[config.mk]
export PLATFORM = sky130hd
export DESIGN_NAME = fetch_sequencer
export DESIGN_NICKNAME = d
export VERILOG_FILES = /design/src/rtl/cpu_pkg.sv /design/src/rtl/fetch_sequencer_pc_register.sv /design/src/rtl/fetch_sequencer.sv
export SDC_FILE = /design/constraint.sdc
export NUM_CORES = 1
export LEC_CHECK = 0
export CAP_MARGIN = 0
export CORE_UTILIZATION = 33
export DETAILED_ROUTE_END_ITERATION = 6
export HOLD_SLACK_MARGIN = 0.08
export REMOVE_ABC_BUFFERS = 1
export SETUP_SLACK_MARGIN = 0.2
export SKIP_LAST_GASP = 1
export SYNTH_ARGS = -nofsm -noshare
export SYNTH_HDL_FRONTEND = slang
export SYNTH_SLANG_ARGS = --single-unit
[constraint.sdc]
create_clock -name clk -period 2.7 [get_ports clk]
set_clock_uncertainty 0.2 [all_clocks]
set_input_delay 0.54 -clock clk [delete_from_list [all_inputs] [get_ports clk]]
set_output_delay 0.54 -clock clk [all_outputs]
set_load 0.02 [all_outputs]
[src/rtl/cpu_pkg.sv]
// Shared CPU front-end constants and the fetch sequencer state type.
package cpu_pkg;

    localparam int unsigned PM_ADDR_W = 10;
    localparam int unsigned INST_W    = 32;
    localparam logic [31:0] HALT_INST = 32'hFFFF_FFFF;

    typedef enum logic [1:0] {
        ST_IDLE  = 2'd0,
        ST_FETCH = 2'd1,
        ST_HOLD  = 2'd2,
        ST_HALT  = 2'd3
    } fetch_state_e;

endpackage

[src/rtl/fetch_sequencer_pc_register.sv]
// Program counter: synchronous load, increment and natural wrap at 2^W.
module pc_register #(
    parameter int unsigned W = 10
) (
    input  logic         clk,
    input  logic         reset,
    input  logic         load_i,
    input  logic [W-1:0] load_addr_i,
    input  logic         inc_i,
    output logic [W-1:0] pc_o
);

    logic [W-1:0] pc_q, pc_d;

    always_comb begin
        pc_d = pc_q;
        if (load_i) begin
            pc_d = load_addr_i;
        end else if (inc_i) begin
            pc_d = pc_q + W'(1);
        end
    end

    always_ff @(posedge clk) begin
        if (reset) begin
            pc_q <= '0;
        end else begin
            pc_q <= pc_d;
        end
    end

    assign pc_o = pc_q;

endmodule

[src/rtl/fetch_sequencer.sv]
// Instruction fetch sequencer: launches program-memory reads from pc and
// delivers them over a valid/ready handshake with stall, redirect and halt.
module fetch_sequencer #(
    parameter int unsigned           PM_ADDR_W = cpu_pkg::PM_ADDR_W,
    parameter int unsigned           INST_W    = cpu_pkg::INST_W,
    parameter logic [INST_W-1:0]     HALT_INST = INST_W'(cpu_pkg::HALT_INST)
) (
    input  logic                 clk,
    input  logic                 reset,
    input  logic                 run,
    input  logic                 redirect,
    input  logic [PM_ADDR_W-1:0] redirect_addr,
    output logic [PM_ADDR_W-1:0] pm_addr,
    input  logic [INST_W-1:0]    pm_inst,
    output logic [INST_W-1:0]    inst,
    output logic [PM_ADDR_W-1:0] inst_pc,
    output logic                 inst_valid,
    input  logic                 inst_ready,
    output logic                 halted
);

    import cpu_pkg::*;

    fetch_state_e         state_q, state_d;
    logic                 pending_q, pending_d;
    logic [PM_ADDR_W-1:0] pending_pc_q, pending_pc_d;
    logic [INST_W-1:0]    hold_inst_q, hold_inst_d;
    logic [PM_ADDR_W-1:0] hold_pc_q, hold_pc_d;

    logic [PM_ADDR_W-1:0] pc;
    logic                 pc_load;
    logic                 pc_inc;
    logic                 launch;
    logic                 xfer;
    logic                 xfer_halt;

    pc_register #(
        .W (PM_ADDR_W)
    ) u_pc (
        .clk         (clk),
        .reset       (reset),
        .load_i      (pc_load),
        .load_addr_i (redirect_addr),
        .inc_i       (pc_inc),
        .pc_o        (pc)
    );

    assign pm_addr   = pc;
    assign xfer      = inst_valid && inst_ready;
    assign xfer_halt = xfer && (inst == HALT_INST);

    always_ff @(posedge clk) begin
        if (reset) begin
            state_q      <= ST_IDLE;
            pending_q    <= 1'b0;
            pending_pc_q <= '0;
            hold_inst_q  <= '0;
            hold_pc_q    <= '0;
        end else begin
            state_q      <= state_d;
            pending_q    <= pending_d;
            pending_pc_q <= pending_pc_d;
            hold_inst_q  <= hold_inst_d;
            hold_pc_q    <= hold_pc_d;
        end
    end

    always_comb begin
        state_d      = state_q;
        pending_d    = pending_q;
        pending_pc_d = pending_pc_q;
        hold_inst_d  = hold_inst_q;
        hold_pc_d    = hold_pc_q;
        launch       = 1'b0;
        pc_load      = 1'b0;
        pc_inc       = 1'b0;

        case (state_q)
            ST_IDLE: begin
                if (run) begin
                    state_d = ST_FETCH;
                end
            end
            ST_FETCH: begin
                if (pending_q && !inst_ready) begin
                    // Memory output only lasts one cycle: park it before it is overwritten.
                    hold_inst_d = pm_inst;
                    hold_pc_d   = pending_pc_q;
                    pending_d   = 1'b0;
                    state_d     = ST_HOLD;
                end else if (run) begin
                    launch = 1'b1;
                end else begin
                    pending_d = 1'b0;
                    state_d   = ST_IDLE;
                end
            end
            ST_HOLD: begin
                if (inst_ready) begin
                    if (run) begin
                        launch  = 1'b1;
                        state_d = ST_FETCH;
                    end else begin
                        state_d = ST_IDLE;
                    end
                end
            end
            default: begin
            end
        endcase

        if (launch) begin
            pending_d    = 1'b1;
            pending_pc_d = pc;
            pc_inc       = 1'b1;
        end

        // A delivered halt word beats a same-cycle redirect.
        if (xfer_halt) begin
            state_d   = ST_HALT;
            pending_d = 1'b0;
            pc_inc    = 1'b0;
        end else if (redirect && (state_q != ST_HALT)) begin
            state_d   = ST_FETCH;
            pending_d = 1'b0;
            pc_load   = 1'b1;
            pc_inc    = 1'b0;
        end
    end

    always_comb begin
        inst_valid = 1'b0;
        inst       = hold_inst_q;
        inst_pc    = hold_pc_q;
        halted     = 1'b0;
        case (state_q)
            ST_FETCH: begin
                inst_valid = pending_q;
                inst       = pm_inst;
                inst_pc    = pending_pc_q;
            end
            ST_HOLD: begin
                inst_valid = 1'b1;
            end
            ST_HALT: begin
                halted = 1'b1;
            end
            default: begin
            end
        endcase
    end

endmodule

==> metrics.md, run 1 <==
| Metric | Value |
|---|---|
| Yosys warns | `0` |
| Initial antenna violation count | `0` |
| DRC viols | `0` |
| Synth area leader | `dfxtp_1` |
| CTS tree | `yes` |
| Share of the clock period used by the worst path | `0.930` |
| IO Count | `101` |
| Post-Place Cell Area | `4650 sq um` |
| Hold Crit Start | `hold_pc_q[8]` |
| Clk sink count | `65` |
| Hold Path End | `hold_pc_q[8]` |
| Via count | `between 3000 and 4000` |
| Adder-Cell Fraction of Synth Area | `0.0180` |
| Final net count | `570` |
| Layout area overhead | `41.0%` |
| Xor and xnor area share after synthesis | `0` |
| Share of the synthesized area in the top cell type | `0.375` |
| Post-synthesis register bit count | `65` |
| Share of cells above drive strength 1 | `0.250` |
| DP HPWL | `about 6700 um` |
| Die Ht | `105 um` |
| Sequential power share | `0.386` |
| Drt first pass iters | `4` |
| Depth of the worst register-to-register path | `8` |
| Antenna-violating nets left | `0` |
| Avg WL per Cell | `15.0 um` |
| Initial Utilization | `0.337` |
| Reg2reg start | `state_q[1]` |
| Cell count after synthesis | `418` |
| Prevailing post-synth register cell | `dfxtp_1` |
| Comb pwr share | `0.248` |
| Cell row count | `37` |
| Clk pin slew, worst setup/hold paths | `70 ps` |
| Most frequent cells in the layout | `nand2_1, dfxtp_1, clkdlybuf4s50_1` |
| CP endpoint kind | `output pin` |
| Vias per inst | `~5.2` |
| Maximum vdd ir drop | `0.313 mV` |
| Filler cells | `1030` |
| Pwr Density | `between 500 and 600 nW/um^2` |
| Top cells by area, synth | `dfxtp_1, mux2_2, nand2_1` |
| CP startpoint kind | `flip-flop` |
| CP max FO | `7` |
| Synth Area in Compound Gates | `0.174` |
| Mapped cell area | `3470 sq um` |
| Net Sw Frac | `0.276` |
| CTS Buffer Depth | `2` |
| Min Tclk post-route | `roughly 2500 ps` |
| Slew @ Worst Pin | `808 ps` |
| Worst R2R Setup Slack | `360 ps` |
| First DRT Iteration DRCs | `168` |
| GP Congestion | `between 0.7 and 0.8` |
| Setup_tns | `0 ps` |
| Post-synthesis mux area share | `0.166` |
| Synth Area in Simple Gates | `0.224` |
| Fmax | `398 MHz` |
| First-pass GRT wire length | `16100 um` |
| Commonest non-fill, non-tap cell in the layout | `nand2_1` |
| Clk_lat worst skew | `~330 ps` |
| Req. time, crit path | `1960 ps` |
| Final instance area | `approximately 4900 sq um` |
| Largest family of logic cells by synthesized area | `simple AND/OR/NAND/NOR gates` |
| Area of the multi-input gates | `a little over 2000 sq um` |
| Leakage | `1.82 nW` |
| Sequential element share of the synthesized area | `0.375` |
| Core area | `10300 sq um` |
| Grt ovf | `0` |
| Syn Area/Cell | `~8.3 sq um` |
| Total GRT Usage | `0.182` |
| Clk root buf | `clkbuf_8` |
| Die Wd | `105 um` |
| Ys async rst share | `0` |
| Post-CTS Hold Buffers | `0` |
| Vias in the first global route | `3257` |
| Final hold vios | `0` |
| Number of synthesized flops with an enable pin | `0` |
| FF-to-FF End | `u_pc.pc_o[1]` |
| Int Power | `1.88 mW` |
| Worst EP arrival | `1770 ps` |
| Status | `finished clean` |
| Diodes inserted | `0` |
| Total CTS buffers | `9` |
| Max Cap Violations | `0` |
| H-tree depth | `3` |
| Endpoints failing setup | `0` |
| Switching pwr | `roughly 720 uW` |
| Setup Crit Path Kind | `reg -> out` |
| Clk network pwr share | `0.366` |
| Pwr Total | `2.60 mW` |
| Hold Path Class | `reg -> reg` |
| Final number of max-transition violations | `0` |
| Synth unique cells | `47` |
| Worst rel slew slack | `0.461` |
| PortBufs | `100` |
| Pin count of the biggest net entering global routing | `43` |
| DRT Wirelength | `9870 um` |
| Seq. cell area | `1300 sq um` |
| Worst hold stages | `2` |
| RSZ-0062 raised after global routing | `yes` |
| Die ar. | `10900 sq um` |
[flip-flops by register name, summed over array words and instances (netlist names)]
signal	cells
hold_inst_q	32
hold_pc_q	10
pending_pc_q	10
u_pc.pc_o	10
state_q	2
pending_q	1
[through the flow]
stage | util | hold slack (ps) | worst slack [ps] | instances
after floorplan | - | 228 | -999 | 389
after detailed placement | 0.453 | 248 | 7.13 | 638
after global routing | 0.476 | 273 | 146 | 659
final | 0.476 | 256 | 189 | 659
after CTS | 0.479 | 259 | 72.8 | 657
after global placement | 0.453 | 239 | -3.64 | 638
[layout make-up]
class                   instances  share of cell area
multi-input cells             320               0.420
clock inverters                 4              0.0151
well taps                     136              0.0348
clock buffers                  12              0.0317
inverters                       4             0.00307
flip-flops and latches         65               0.267
repair buffers                118               0.229
[repair_timing]
action,in CTS,in global routing
pin swaps,2,0
endpoints found under the setup margin,50,41
resized for setup,134,17
gates cloned,2,0
setup buffers,1,2
[worst max-delay path by stage]
stage | from | to | slack [ps] | cells after the start
after detailed placement | pm_inst[10] | u_pc.pc_o[1] | 7 | 6
after floorplan | state_q[1] | u_pc.pc_o[1] | -1000 | 6
after global placement | pm_inst[15] | u_pc.pc_o[1] | -4 | 6
after global routing | state_q[1] | inst[9] | 150 | 5
after CTS | state_q[1] | inst_pc[0] | 70 | 6
final | state_q[1] | inst[9] | 190 | 5
[cells by family (layout without fill, tap and decap cells)]
family          after synthesis  count (layout)
simple gates                173             173
compound gates               90              90
flops                        65              65
mux                          52              52
buf+inv                      33             138
fa+ha+maj                     5               5
[critical path, cell delays in order (launching register included)]
cell       delay (ps)
dfxtp_2           350
inv_2              70
ha_4              210
bufbuf_16         300
mux2_2            340
buf_2             160
[cell usage after synthesis (2+ instances only)]
| cell | n |
|---|---|
| inv_1 | 3 |
| nand4_1 | 15 |
| nor2_1 | 18 |
| a21oi_1 | 55 |
| a22oi_1 | 5 |
| buf_2 | 2 |
| ha_1 | 5 |
| nand2b_1 | 2 |
| nand3_1 | 3 |
| a21boi_0 | 2 |
| dfxtp_1 | 65 |
| mux2i_1 | 10 |
| mux2_2 | 41 |
| nor4_1 | 4 |
| buf_6 | 2 |
| nor2b_1 | 6 |
| clkbuf_1 | 24 |
| and2_1 | 2 |
| a31oi_1 | 6 |
| nor3_1 | 6 |
| and3_1 | 4 |
| nand2_1 | 106 |
| o32ai_1 | 8 |
[layer usage]
metal	up-vias	GRT usage	part of all wire
li1	1692	-	-
met1	1621	0.246	0.49
met2	85	0.290	0.46
met3	11	0.0326	0.043
met4	0	0.0602	0.012
met5	-	0	0
[power by group through the flow]
stage          Clock (mW)  Sequential [mW]  Combinational (mW)
6_report            0.950             1.00               0.645
5_1_grt              1.01             1.00               0.686
4_1_cts             0.967             1.00               0.642
3_5_place_dp            0             1.02               0.619
3_3_place_gp            0             1.02               0.617
2_1_floorplan           0             1.02               0.311
(Power assumes the default switching activity.)
==> run 2: changes to the inputs <==
Settings changed: SLEW_MARGIN set to 20.
==> results of run 2 <==
The final DEF is identical to that of run 1; final timing and power are the same.
